`src/rtl/note_pkg.sv`:
```
// ---------------------------------------------------------------------------
// note_pkg : shared types and the frequency-to-MIDI band table
// Rev 1.0
// ---------------------------------------------------------------------------
`default_nettype none

package note_pkg;

    localparam int FREQ_W_DEF = 32;
    localparam int NOTE_W_DEF = 8;

    typedef logic [NOTE_W_DEF-1:0] note_t;

    localparam note_t REST_CODE = '0;
    localparam note_t OVER_CODE = '1;

    typedef enum logic [1:0] {
        IDLE    = 2'd0,
        CAPTURE = 2'd1,
        PLAY    = 2'd2
    } state_t;

    // Lower band edge of MIDI n is the geometric midpoint between n-1 and n,
    // i.e. 440 * 2^((n-69.5)/12), rounded to the nearest Hz.
    localparam int          FIRST_MIDI = 12;
    localparam int          NUM_BANDS  = 116;
    localparam int unsigned HI_BOUND   = 12911;

    localparam int unsigned LO_BOUND [NUM_BANDS] = '{
           16,    17,    18,    19,    20,    21,    22,    24,    25,    27,    28,    30,
           32,    34,    36,    38,    40,    42,    45,    48,    50,    53,    57,    60,
           64,    67,    71,    76,    80,    85,    90,    95,   101,   107,   113,   120,
          127,   135,   143,   151,   160,   170,   180,   190,   202,   214,   226,   240,
          254,   269,   285,   302,   320,   339,   359,   381,   403,   427,   453,   480,
          508,   539,   571,   605,   640,   679,   719,   762,   807,   855,   906,   960,
         1017,  1077,  1141,  1209,  1281,  1357,  1438,  1523,  1614,  1710,  1812,  1919,
         2033,  2154,  2282,  2418,  2562,  2714,  2876,  3047,  3228,  3420,  3623,  3839,
         4067,  4309,  4565,  4836,  5124,  5429,  5751,  6093,  6456,  6840,  7246,  7677,
         8134,  8617,  9130,  9673, 10248, 10857, 11503, 12187
    };

endpackage

`default_nettype wire

```
`src/rtl/note_sequencer_if.sv`:
```
// ---------------------------------------------------------------------------
// note_sequencer_if : frequency input stream and note output stream
// Rev 1.0
// ---------------------------------------------------------------------------
`default_nettype none

interface note_sequencer_if
    import note_pkg::*;
#(
    parameter int FREQ_W = FREQ_W_DEF,
    parameter int NOTE_W = NOTE_W_DEF
);
    logic              in_valid;
    logic              in_ready;
    logic [FREQ_W-1:0] in_freq;
    logic              in_last;
    logic              out_valid;
    logic              out_ready;
    logic [NOTE_W-1:0] out_note;
    logic              out_last;

    modport master (
        output in_valid, in_freq, in_last, out_ready,
        input  in_ready, out_valid, out_note, out_last
    );

    modport slave (
        input  in_valid, in_freq, in_last, out_ready,
        output in_ready, out_valid, out_note, out_last
    );
endinterface

`default_nettype wire

```
`src/rtl/freq_to_note.sv`:
```
// ---------------------------------------------------------------------------
// freq_to_note : combinational Hz -> MIDI code lookup against band table
// Rev 1.0
// ---------------------------------------------------------------------------
`default_nettype none

module freq_to_note
    import note_pkg::*;
#(
    parameter int FREQ_W = FREQ_W_DEF,
    parameter int NOTE_W = NOTE_W_DEF
) (
    input  wire logic [FREQ_W-1:0] freq_i,
    output logic      [NOTE_W-1:0] note_o
);
    localparam int EXT_W = (FREQ_W > 32) ? FREQ_W : 32;

    logic [EXT_W-1:0] w_freq;
    assign w_freq = EXT_W'(freq_i);

    // Bands are ascending, so the last matching lower edge wins.
    always_comb begin
        note_o = NOTE_W'(REST_CODE);
        for (int i = 0; i < NUM_BANDS; i++) begin
            if (w_freq >= EXT_W'(LO_BOUND[i])) begin
                note_o = NOTE_W'(FIRST_MIDI + i);
            end
        end
        if (w_freq >= EXT_W'(HI_BOUND)) begin
            note_o = {NOTE_W{1'b1}};
        end
    end

endmodule

`default_nettype wire

```
`src/rtl/note_sequencer.sv`:
```
// ---------------------------------------------------------------------------
// note_sequencer : captures a phrase of frequency samples as note codes into a
//                  buffer and plays it back once or looping. Rev 1.0
// ---------------------------------------------------------------------------
`default_nettype none

module note_sequencer
    import note_pkg::*;
#(
    parameter int FREQ_W = FREQ_W_DEF,
    parameter int NOTE_W = NOTE_W_DEF,
    parameter int DEPTH  = 16,
    parameter int CNT_W  = $clog2(DEPTH + 1)
) (
    input  wire logic             clk,
    input  wire logic             reset_n,
    input  wire logic             start_capture,
    input  wire logic             start_play,
    input  wire logic             loop_en,
    input  wire logic             abort,
    note_sequencer_if.slave       bus,
    output logic      [CNT_W-1:0] count,
    output logic                  busy,
    output logic                  done
);
    localparam int PTR_W = $clog2(DEPTH);

    state_t            state_q;
    logic              in_ready_q, out_valid_q, out_last_q, done_q, loop_q;
    logic              pend_q;
    logic [CNT_W-1:0]  count_q, wr_cnt_q;
    logic [PTR_W-1:0]  rd_ptr_q, pend_addr_q;
    logic [NOTE_W-1:0] pend_note_q, rd_data_q;
    logic [NOTE_W-1:0] mem_q [DEPTH];

    logic [NOTE_W-1:0] w_conv_note;
    logic [PTR_W-1:0]  w_last_idx;
    logic              w_acc, w_adv, w_fin, w_rd_en, w_rd_last, w_wr_full;

    freq_to_note #(
        .FREQ_W (FREQ_W),
        .NOTE_W (NOTE_W)
    ) u_freq_to_note (
        .freq_i (bus.in_freq),
        .note_o (w_conv_note)
    );

    assign w_acc      = (state_q == CAPTURE) && in_ready_q && bus.in_valid;
    assign w_wr_full  = (wr_cnt_q == CNT_W'(DEPTH - 1));
    assign w_last_idx = PTR_W'(count_q - CNT_W'(1));
    assign w_rd_last  = (rd_ptr_q == w_last_idx);
    // The RAM output register doubles as the output holding register: it
    // only reloads when the current note is gone or is being taken.
    assign w_adv      = !out_valid_q || bus.out_ready;
    assign w_fin      = out_valid_q && out_last_q && !loop_q;
    assign w_rd_en    = (state_q == PLAY) && w_adv && !w_fin && !abort;

    always_ff @(posedge clk) begin
        if (pend_q) begin
            mem_q[pend_addr_q] <= pend_note_q;
        end
        if (w_rd_en) begin
            rd_data_q <= mem_q[rd_ptr_q];
        end
    end

    always_ff @(posedge clk or negedge reset_n) begin
        if (!reset_n) begin
            state_q     <= IDLE;
            in_ready_q  <= 1'b0;
            out_valid_q <= 1'b0;
            out_last_q  <= 1'b0;
            done_q      <= 1'b0;
            loop_q      <= 1'b0;
            pend_q      <= 1'b0;
            count_q     <= '0;
            wr_cnt_q    <= '0;
            rd_ptr_q    <= '0;
            pend_addr_q <= '0;
            pend_note_q <= '0;
        end else begin
            done_q <= 1'b0;
            // A write accepted this cycle always lands, even if aborted.
            pend_q <= w_acc;
            if (w_acc) begin
                pend_note_q <= w_conv_note;
                pend_addr_q <= wr_cnt_q[PTR_W-1:0];
                wr_cnt_q    <= wr_cnt_q + CNT_W'(1);
            end

            if (abort) begin
                state_q     <= IDLE;
                in_ready_q  <= 1'b0;
                out_valid_q <= 1'b0;
                out_last_q  <= 1'b0;
                if (state_q == CAPTURE) begin
                    count_q <= wr_cnt_q + CNT_W'(w_acc);
                end
            end else begin
                case (state_q)
                    IDLE: begin
                        if (start_capture) begin
                            state_q    <= CAPTURE;
                            in_ready_q <= 1'b1;
                            wr_cnt_q   <= '0;
                            count_q    <= '0;
                        end else if (start_play) begin
                            if (count_q == '0) begin
                                done_q <= 1'b1;
                            end else begin
                                state_q  <= PLAY;
                                loop_q   <= loop_en;
                                rd_ptr_q <= '0;
                            end
                        end
                    end
                    CAPTURE: begin
                        if (w_acc && (bus.in_last || w_wr_full)) begin
                            state_q    <= IDLE;
                            in_ready_q <= 1'b0;
                            done_q     <= 1'b1;
                            count_q    <= wr_cnt_q + CNT_W'(1);
                        end
                    end
                    PLAY: begin
                        if (w_adv) begin
                            if (w_fin) begin
                                state_q     <= IDLE;
                                out_valid_q <= 1'b0;
                                out_last_q  <= 1'b0;
                                done_q      <= 1'b1;
                            end else begin
                                out_valid_q <= 1'b1;
                                out_last_q  <= w_rd_last;
                                rd_ptr_q    <= w_rd_last ? '0 : rd_ptr_q + PTR_W'(1);
                            end
                        end
                    end
                    default: state_q <= IDLE;
                endcase
            end
        end
    end

    assign bus.in_ready  = in_ready_q;
    assign bus.out_valid = out_valid_q;
    assign bus.out_last  = out_last_q;
    assign bus.out_note  = out_valid_q ? rd_data_q : '0;
    assign count         = count_q;
    assign busy          = (state_q != IDLE);
    assign done          = done_q;

endmodule

`default_nettype wire

```
`src/flat_wrapper.sv`:
```
// flat-port wrapper written by rule: the top's interface ports become plain ports
module note_sequencer_flat import note_pkg::*;
#(
    parameter int FREQ_W = FREQ_W_DEF,
    parameter int NOTE_W = NOTE_W_DEF,
    parameter int DEPTH  = 16,
    parameter int CNT_W  = $clog2(DEPTH + 1)
)
  (clk, reset_n, start_capture, start_play, loop_en, abort, count, busy, done, bus_in_valid, bus_in_freq, bus_in_last, bus_out_ready, bus_in_ready, bus_out_valid, bus_out_note, bus_out_last);
  note_sequencer_if #(.FREQ_W(FREQ_W), .NOTE_W(NOTE_W)) bus_i ();
  input  wire logic clk;
  input  wire logic reset_n;
  input  wire logic start_capture;
  input  wire logic start_play;
  input  wire logic loop_en;
  input  wire logic abort;
  output logic      [CNT_W-1:0] count;
  output logic busy;
  output logic done;
  input wire logic [$bits(bus_i.in_valid)-1:0] bus_in_valid;
  input wire logic [$bits(bus_i.in_freq)-1:0] bus_in_freq;
  input wire logic [$bits(bus_i.in_last)-1:0] bus_in_last;
  input wire logic [$bits(bus_i.out_ready)-1:0] bus_out_ready;
  output wire logic [$bits(bus_i.in_ready)-1:0] bus_in_ready;
  output wire logic [$bits(bus_i.out_valid)-1:0] bus_out_valid;
  output wire logic [$bits(bus_i.out_note)-1:0] bus_out_note;
  output wire logic [$bits(bus_i.out_last)-1:0] bus_out_last;
  assign bus_i.in_valid = bus_in_valid;
  assign bus_i.in_freq = bus_in_freq;
  assign bus_i.in_last = bus_in_last;
  assign bus_i.out_ready = bus_out_ready;
  assign bus_in_ready = bus_i.in_ready;
  assign bus_out_valid = bus_i.out_valid;
  assign bus_out_note = bus_i.out_note;
  assign bus_out_last = bus_i.out_last;
  note_sequencer #(.FREQ_W(FREQ_W), .NOTE_W(NOTE_W), .DEPTH(DEPTH), .CNT_W(CNT_W)) u_core (.clk(clk), .reset_n(reset_n), .start_capture(start_capture), .start_play(start_play), .loop_en(loop_en), .abort(abort), .bus(bus_i), .count(count), .busy(busy), .done(done));
endmodule
```
`config.mk`:
```
export PLATFORM = sky130hd
export DESIGN_NAME = note_sequencer_flat
export DESIGN_NICKNAME = d
export VERILOG_FILES = /design/src/rtl/note_pkg.sv /design/src/rtl/note_sequencer_if.sv /design/src/rtl/freq_to_note.sv /design/src/rtl/note_sequencer.sv /design/src/flat_wrapper.sv
export SDC_FILE = /design/constraint.sdc
export NUM_CORES = 1
export LEC_CHECK = 0
export CAP_MARGIN = 20
export CORE_AREA = 2 2 184 186
export CTS_BUF_LIST = sky130_fd_sc_hd__clkbuf_8 sky130_fd_sc_hd__clkbuf_16
export DETAILED_ROUTE_END_ITERATION = 16
export DIE_AREA = 0 0 186 188
export HOLD_SLACK_MARGIN = 0.15
export PLACE_DENSITY_LB_ADDON = 0.08
export SKIP_CTS_REPAIR_TIMING = 1
export SLEW_MARGIN = 25
export SYNTH_ARGS = -nofsm -noshare
export SYNTH_HDL_FRONTEND = slang
export SYNTH_HIERARCHICAL = 1
export SYNTH_SLANG_ARGS = --single-unit
```
`constraint.sdc`:
```
create_clock -name clk -period 3.7 [get_ports clk]
set_clock_uncertainty 0.15 [all_clocks]
set_input_delay 0.74 -clock clk [delete_from_list [all_inputs] [get_ports clk]]
set_output_delay 0.74 -clock clk [all_outputs]
set_load 0.01 [all_outputs]
```
# Word level (Yosys, flattened, before mapping)
# Memories as Yosys holds them, arrays and structs flattened. A register that Yosys moved wholly into a read port is not among the register bits.
# Cells that the tools add are included.
# word_totals
inputBits	41
ramBits	128
reg_bits	34
memories	1
# op_classes
eq_ne	16
order_cmp	117
n_bitwise	3
n_mux	164
reduce_logical	28
add_sub_neg	4
# mem_list
name	depth	word_bits	rd	rd_ports_with_merged_regs	wr	line	source
u_core.mem_q	16	8	1	1	1	note_sequencer.sv:34	logic [NOTE_W-1:0] mem_q [DEPTH];
# ops
op	n
two-way mux 8 bit	117
greater-or-equal comparator 32 x 7 -> 1 bit, second input constant	13
greater-or-equal comparator 32 x 10 -> 1 bit, second input constant	12
greater-or-equal comparator 32 x 11 -> 1 bit, second input constant	12
greater-or-equal comparator 32 x 12 -> 1 bit, second input constant	12
greater-or-equal comparator 32 x 13 -> 1 bit, second input constant	12
greater-or-equal comparator 32 x 5 -> 1 bit, second input constant	12
greater-or-equal comparator 32 x 6 -> 1 bit, second input constant	12
greater-or-equal comparator 32 x 8 -> 1 bit, second input constant	12
greater-or-equal comparator 32 x 9 -> 1 bit, second input constant	12
greater-or-equal comparator 32 x 14 -> 1 bit, second input constant	8
two-way mux 5 bit	8
two-way mux 4 bit	7
two-way mux 1 bit	20
two-way mux 2 bit	7
one-hot mux 5 bit (2 select lines)	1
AND reduction 5 bit	2
nonzero test 2 bit	5
logical AND 1 bit	8
!= test 2 bit, second input constant	4
!= test 4 bit, second input constant	2
one-hot mux 4 bit (2 select lines)	1
AND reduction 7 bit	1
!= test 3 x 2 -> 1 bit, second input constant	2
22 further kinds	30

# Depth between registers and ports, before layout
# depth
depth_word	118
ltp_mapped	13
ltp_nobuf	10

# By module
# Netlist, hierarchy kept.
# by_module_without_submodules
mod	n_inst	seq_area_each_um2	cells_per_inst	area_each_um2
note_sequencer	1	4934.7	468	7075.5
freq_to_note	1	0.0	448	2661.3

# Worst setup path before layout
# No wires, ideal clock.
# synth_timing
kind	input port to flip-flop
startpoint	input port bus_in_freq[15]
endpoint	register u_core.pend_note_q[0]
stages	12
arrival_time_ps	2900
slack_ps	533
cell_sequence	buf_6 > or4_4 > buf_6 > nor3b_4 > o211ai_2 > nor3_2 > o21ai_1 > o211ai_2 > or4b_1 > o2111a_1 > nand2_1 > nand2_1
# synth_via
elab_chain_len	117
# synth_lines
element	line	source
start, declared	flat_wrapper.sv:21	input wire logic [$bits(bus_i.in_freq)-1:0] bus_in_freq;
greater-or-equal comparator 32 x 5 -> 1 bit	freq_to_note.sv:25	if (w_freq >= EXT_W'(LO_BOUND[i])) begin
two-way mux 8 bit (115 in a row)	freq_to_note.sv:25	
two-way mux 8 bit (*)	freq_to_note.sv:29	if (w_freq >= EXT_W'(HI_BOUND)) begin
named net u_core.w_conv_note[0]	note_sequencer.sv:36	logic [NOTE_W-1:0] w_conv_note;
end signal, assigned	note_sequencer.sv:86	pend_note_q <= w_conv_note;
end, declared	note_sequencer.sv:33	logic [NOTE_W-1:0] pend_note_q, rd_data_q;
# Mark *: on every way through the listed nets, which the timed path passes. The rest lies on a longest branch.
# A chain may end at the register's enable or synchronous reset.

# Worst setup path after layout
# layout_timing
startpoint	input port bus_in_freq[18]
endpoint	register u_core.pend_note_q[0]
# Same word-level chain as after synthesis.

==> results.json <==
{
  "drv_cap": 0,
  "die_w_microns": 186,
  "ant_nets": 0,
  "required_ns": 3.92,
  "rr_startpoint": "u_core/state_q[1]",
  "grt_pass1_wl_mm": 49.4,
  "grt_max_degree": 35,
  "drc": 0,
  "synth_edf_count": 136,
  "dr.pass1.iters": 7,
  "fill_cells": 3322,
  "wire_per_inst_microns": 20.5,
  "finalSetupViolCount": 0,
  "switching_share_pct": 32.7,
  "finalNetCount": 1151,
  "timing.final.hold_violations": 0,
  "final_common_cell": "buf_4",
  "clock-sinks": 170,
  "reg2reg_slack_ns": 1.17,
  "row_count": 67,
  "yosys.area.top_type": "edfxtp_1",
  "drive_gt1_share_pct": 24.6,
  "dp_hpwl_mm": 24.7,
  "fp.dieH_microns": 188,
  "syn_inst": 916,
  "grtUsageTotal_pct": 18.8,
  "clock.fmax_mhz": 292,
  "path_clk_slew_ns": 0.07,
  "status": "complete, no violations",
  "arrival_ns": 3.64,
  "htree_levels": 4,
  "ys_types": 85,
  "area_growth_pct": 28.1,
  "clkPwrFrac_pct": 30.2,
  "seq_area_frac_synth_pct": 50.7,
  "rsz0062_at_grt": "false",
  "combPwrFrac_pct": 21.7,
  "postSynthAreaPerCell_sq_um": 10.6,
  "cp_max_fo": 4,
  "seqPwrFrac_pct": 48.1,
  "coreArea_sq_um": 33100,
  "finalCritPeriodShare_pct": 92.7,
  "clock_latency_ns": 0.42,
  "yosys.area.top_type_share_pct": 41.9,
  "yosys_most_used_dff": "edfxtp_1",
  "slew_viol_final": 0,
  "cts_root_buf": "clkbuf_16",
  "io-pin-count": 59,
  "timing.rr.end": "u_core/count[4]",
  "first_global_vias": 8255,
  "initial_utilization_pct": 29.4,
  "portBuffers": 58,
  "overflow": 0,
  "worst-setup-path-type": "primary input to flop",
  "cts_buffer_depth": 2,
  "ys_ff_latch": 170,
  "met1_length_mm": 14.3,
  "ys_warn_count": 6,
  "viasPerCell": 5.26,
  "syn-num-nets": 963,
  "place.gp.congestion": 0.946,
  "syn-cell-area_sq_um": 9740,
  "p_per_area_nw_per_um2": 465,
  "drt_iter0_drc": 682,
  "ys_top_cells_by_area": "edfxtp_1 42%, dfrtp_1 8.7%, nand2_1 4.0%",
  "grt_antenna_before_repair": 0,
  "layout_common_cells": "178 x buf_4, 136 x edfxtp_1, 103 x nand2_1, 71 x nor2_1, 69 x o21ai_0",
  "worst_slew_pin_slew_ns": 0.981,
  "cts_tree": "built",
  "top_layer": "met4",
  "switching_power_mw": 1.90,
  "endpoint_kind": "flop",
  "async_flop_share_pct": 20.0,
  "post-route-min-period_ns": 3.43,
  "hold_path.class": "primary input to asynchronous set/reset pin",
  "cts_buffers": 17,
  "diodes": 0,
  "r2r_cells": 10,
  "holdWs_ns": 0.261,
  "p_int_mw": 3.91,
  "ff_latch_area_sq_um": 4940,
  "leakagePower_nw": 4.50,
  "num_vias": 8237,
  "dr_wl_met3_mm": 1.22,
  "ir_drop_v": 0.000345,
  "slew-limit-headroom_pct": 34.3,
  "dieArea_sq_um": 35000,
  "finalWirelength_mm": 32.1,
  "power_mw": 5.81,
  "multi_input_area_sq_um": 4390,
  "wl_met2_mm": 15.5,
  "cp-start-kind": "primary input"
}
[metrics by stage]
stage               TNS, ns  instances  setup slack (ns)  cell area, sq um  utilization, %
finish                    0       1565             0.271             12500            37.7
global route              0       1565            0.0252             12500            37.7
CTS                       0       1564             0.211             12500            37.7
detailed placement   -0.618       1532            -0.263             11900            35.8
global placement     -0.462       1532            -0.198             11900            35.8
floorplan                 0        916             0.533              9740               -
[layout make-up]
type / count / area share, %
multi-input cells: 659 / 35.2
repair buffers: 236 / 15.3
inverters: 20 / 0.602
flip-flops and latches: 170 / 39.6
well taps: 448 / 4.49
clock buffers: 17 / 3.41
clock inverters: 15 / 1.41
[flip-flops by register name, summed over array words and instances (netlist names)]
| name | flops |
|---|---|
| u_core/mem_q | 128 |
| u_core/pend_note_q | 8 |
| u_core/rd_data_q | 8 |
| u_core/count | 5 |
| u_core/wr_cnt_q | 5 |
| u_core/pend_addr_q | 4 |
| u_core/rd_ptr_q | 4 |
| u_core/state_q | 2 |
| u_core/bus.in_ready | 1 |
| u_core/bus.out_last | 1 |
| u_core/bus.out_valid | 1 |
| u_core/done | 1 |
| u_core/loop_q | 1 |
| u_core/pend_q | 1 |
[critical path, stage by stage]
cell and delay, ns:
clkdlybuf4s50_1 0.40, nor4_1 0.36, nand4_1 0.21, buf_4 0.21
nor3_4 0.16, buf_4 0.17, o211ai_1 0.15, o311ai_0 0.45
nand4_1 0.18, o211ai_1 0.15, buf_4 0.15, o2111a_1 0.20
nand2_1 0.05, nand2_1 0.06
[kinds of logic (layout without fill, tap and decap cells)]
family	after synthesis	after routing	synth area share [%]
AOI/OAI and AO/OA	259	259	17.9
xor gates and xnor gates	13	13	1.17
adders and majority gates	6	6	0.771
buffers and inverters	87	288	4.28
DFF	170	170	50.7
muxes	55	55	7.86
and+or+nand+nor	326	326	17.3
[worst max path at each step]
stage / start / to / slack (ns) / cells after the start
final: bus_in_freq[18] / u_core/pend_note_q[0] / 0.27 / 14
after global routing: bus_in_freq[22] / u_core/pend_note_q[1] / 0.03 / 11
after CTS: bus_in_freq[17] / u_core/pend_note_q[1] / 0.21 / 11
after detailed placement: bus_in_freq[17] / u_core/pend_note_q[1] / -0.26 / 11
after global placement: bus_in_freq[17] / u_core/pend_note_q[1] / -0.20 / 11
after floorplan: bus_in_freq[15] / u_core/pend_note_q[0] / 0.53 / 12
[metal layers]
metal / track usage [%] / vias to the layer above
li1: - / 3889
met1: 24.6 / 4021
met2: 31.1 / 261
met3: 2.72 / 66
met4: 7.21 / 0
met5: 0 / -
[power groups by stage]
stage	registers, mW	logic, mW	clock network [mW]
5_1_grt	2.83	1.37	1.88
2_1_floorplan	2.60	0.873	0
4_1_cts	2.80	1.27	1.80
3_3_place_gp	2.84	1.27	0
6_report	2.79	1.26	1.75
3_5_place_dp	2.84	1.26	0
[cells in the mapped netlist, drive strengths merged, types with 11 or more instances]
cell type / count
a21oi: 48
nor3: 29
clkbuf: 34
o211ai: 15
mux4: 16
xnor2: 11
edfxtp: 136
dfrtp: 34
a31oi: 16
mux2: 12
nor2: 71
mux2i: 27
nand2: 103
a22oi: 12
o21ai: 74
nand3: 21
and2: 14
inv: 20
buf: 33
Power figures use the tool's default switching activity.
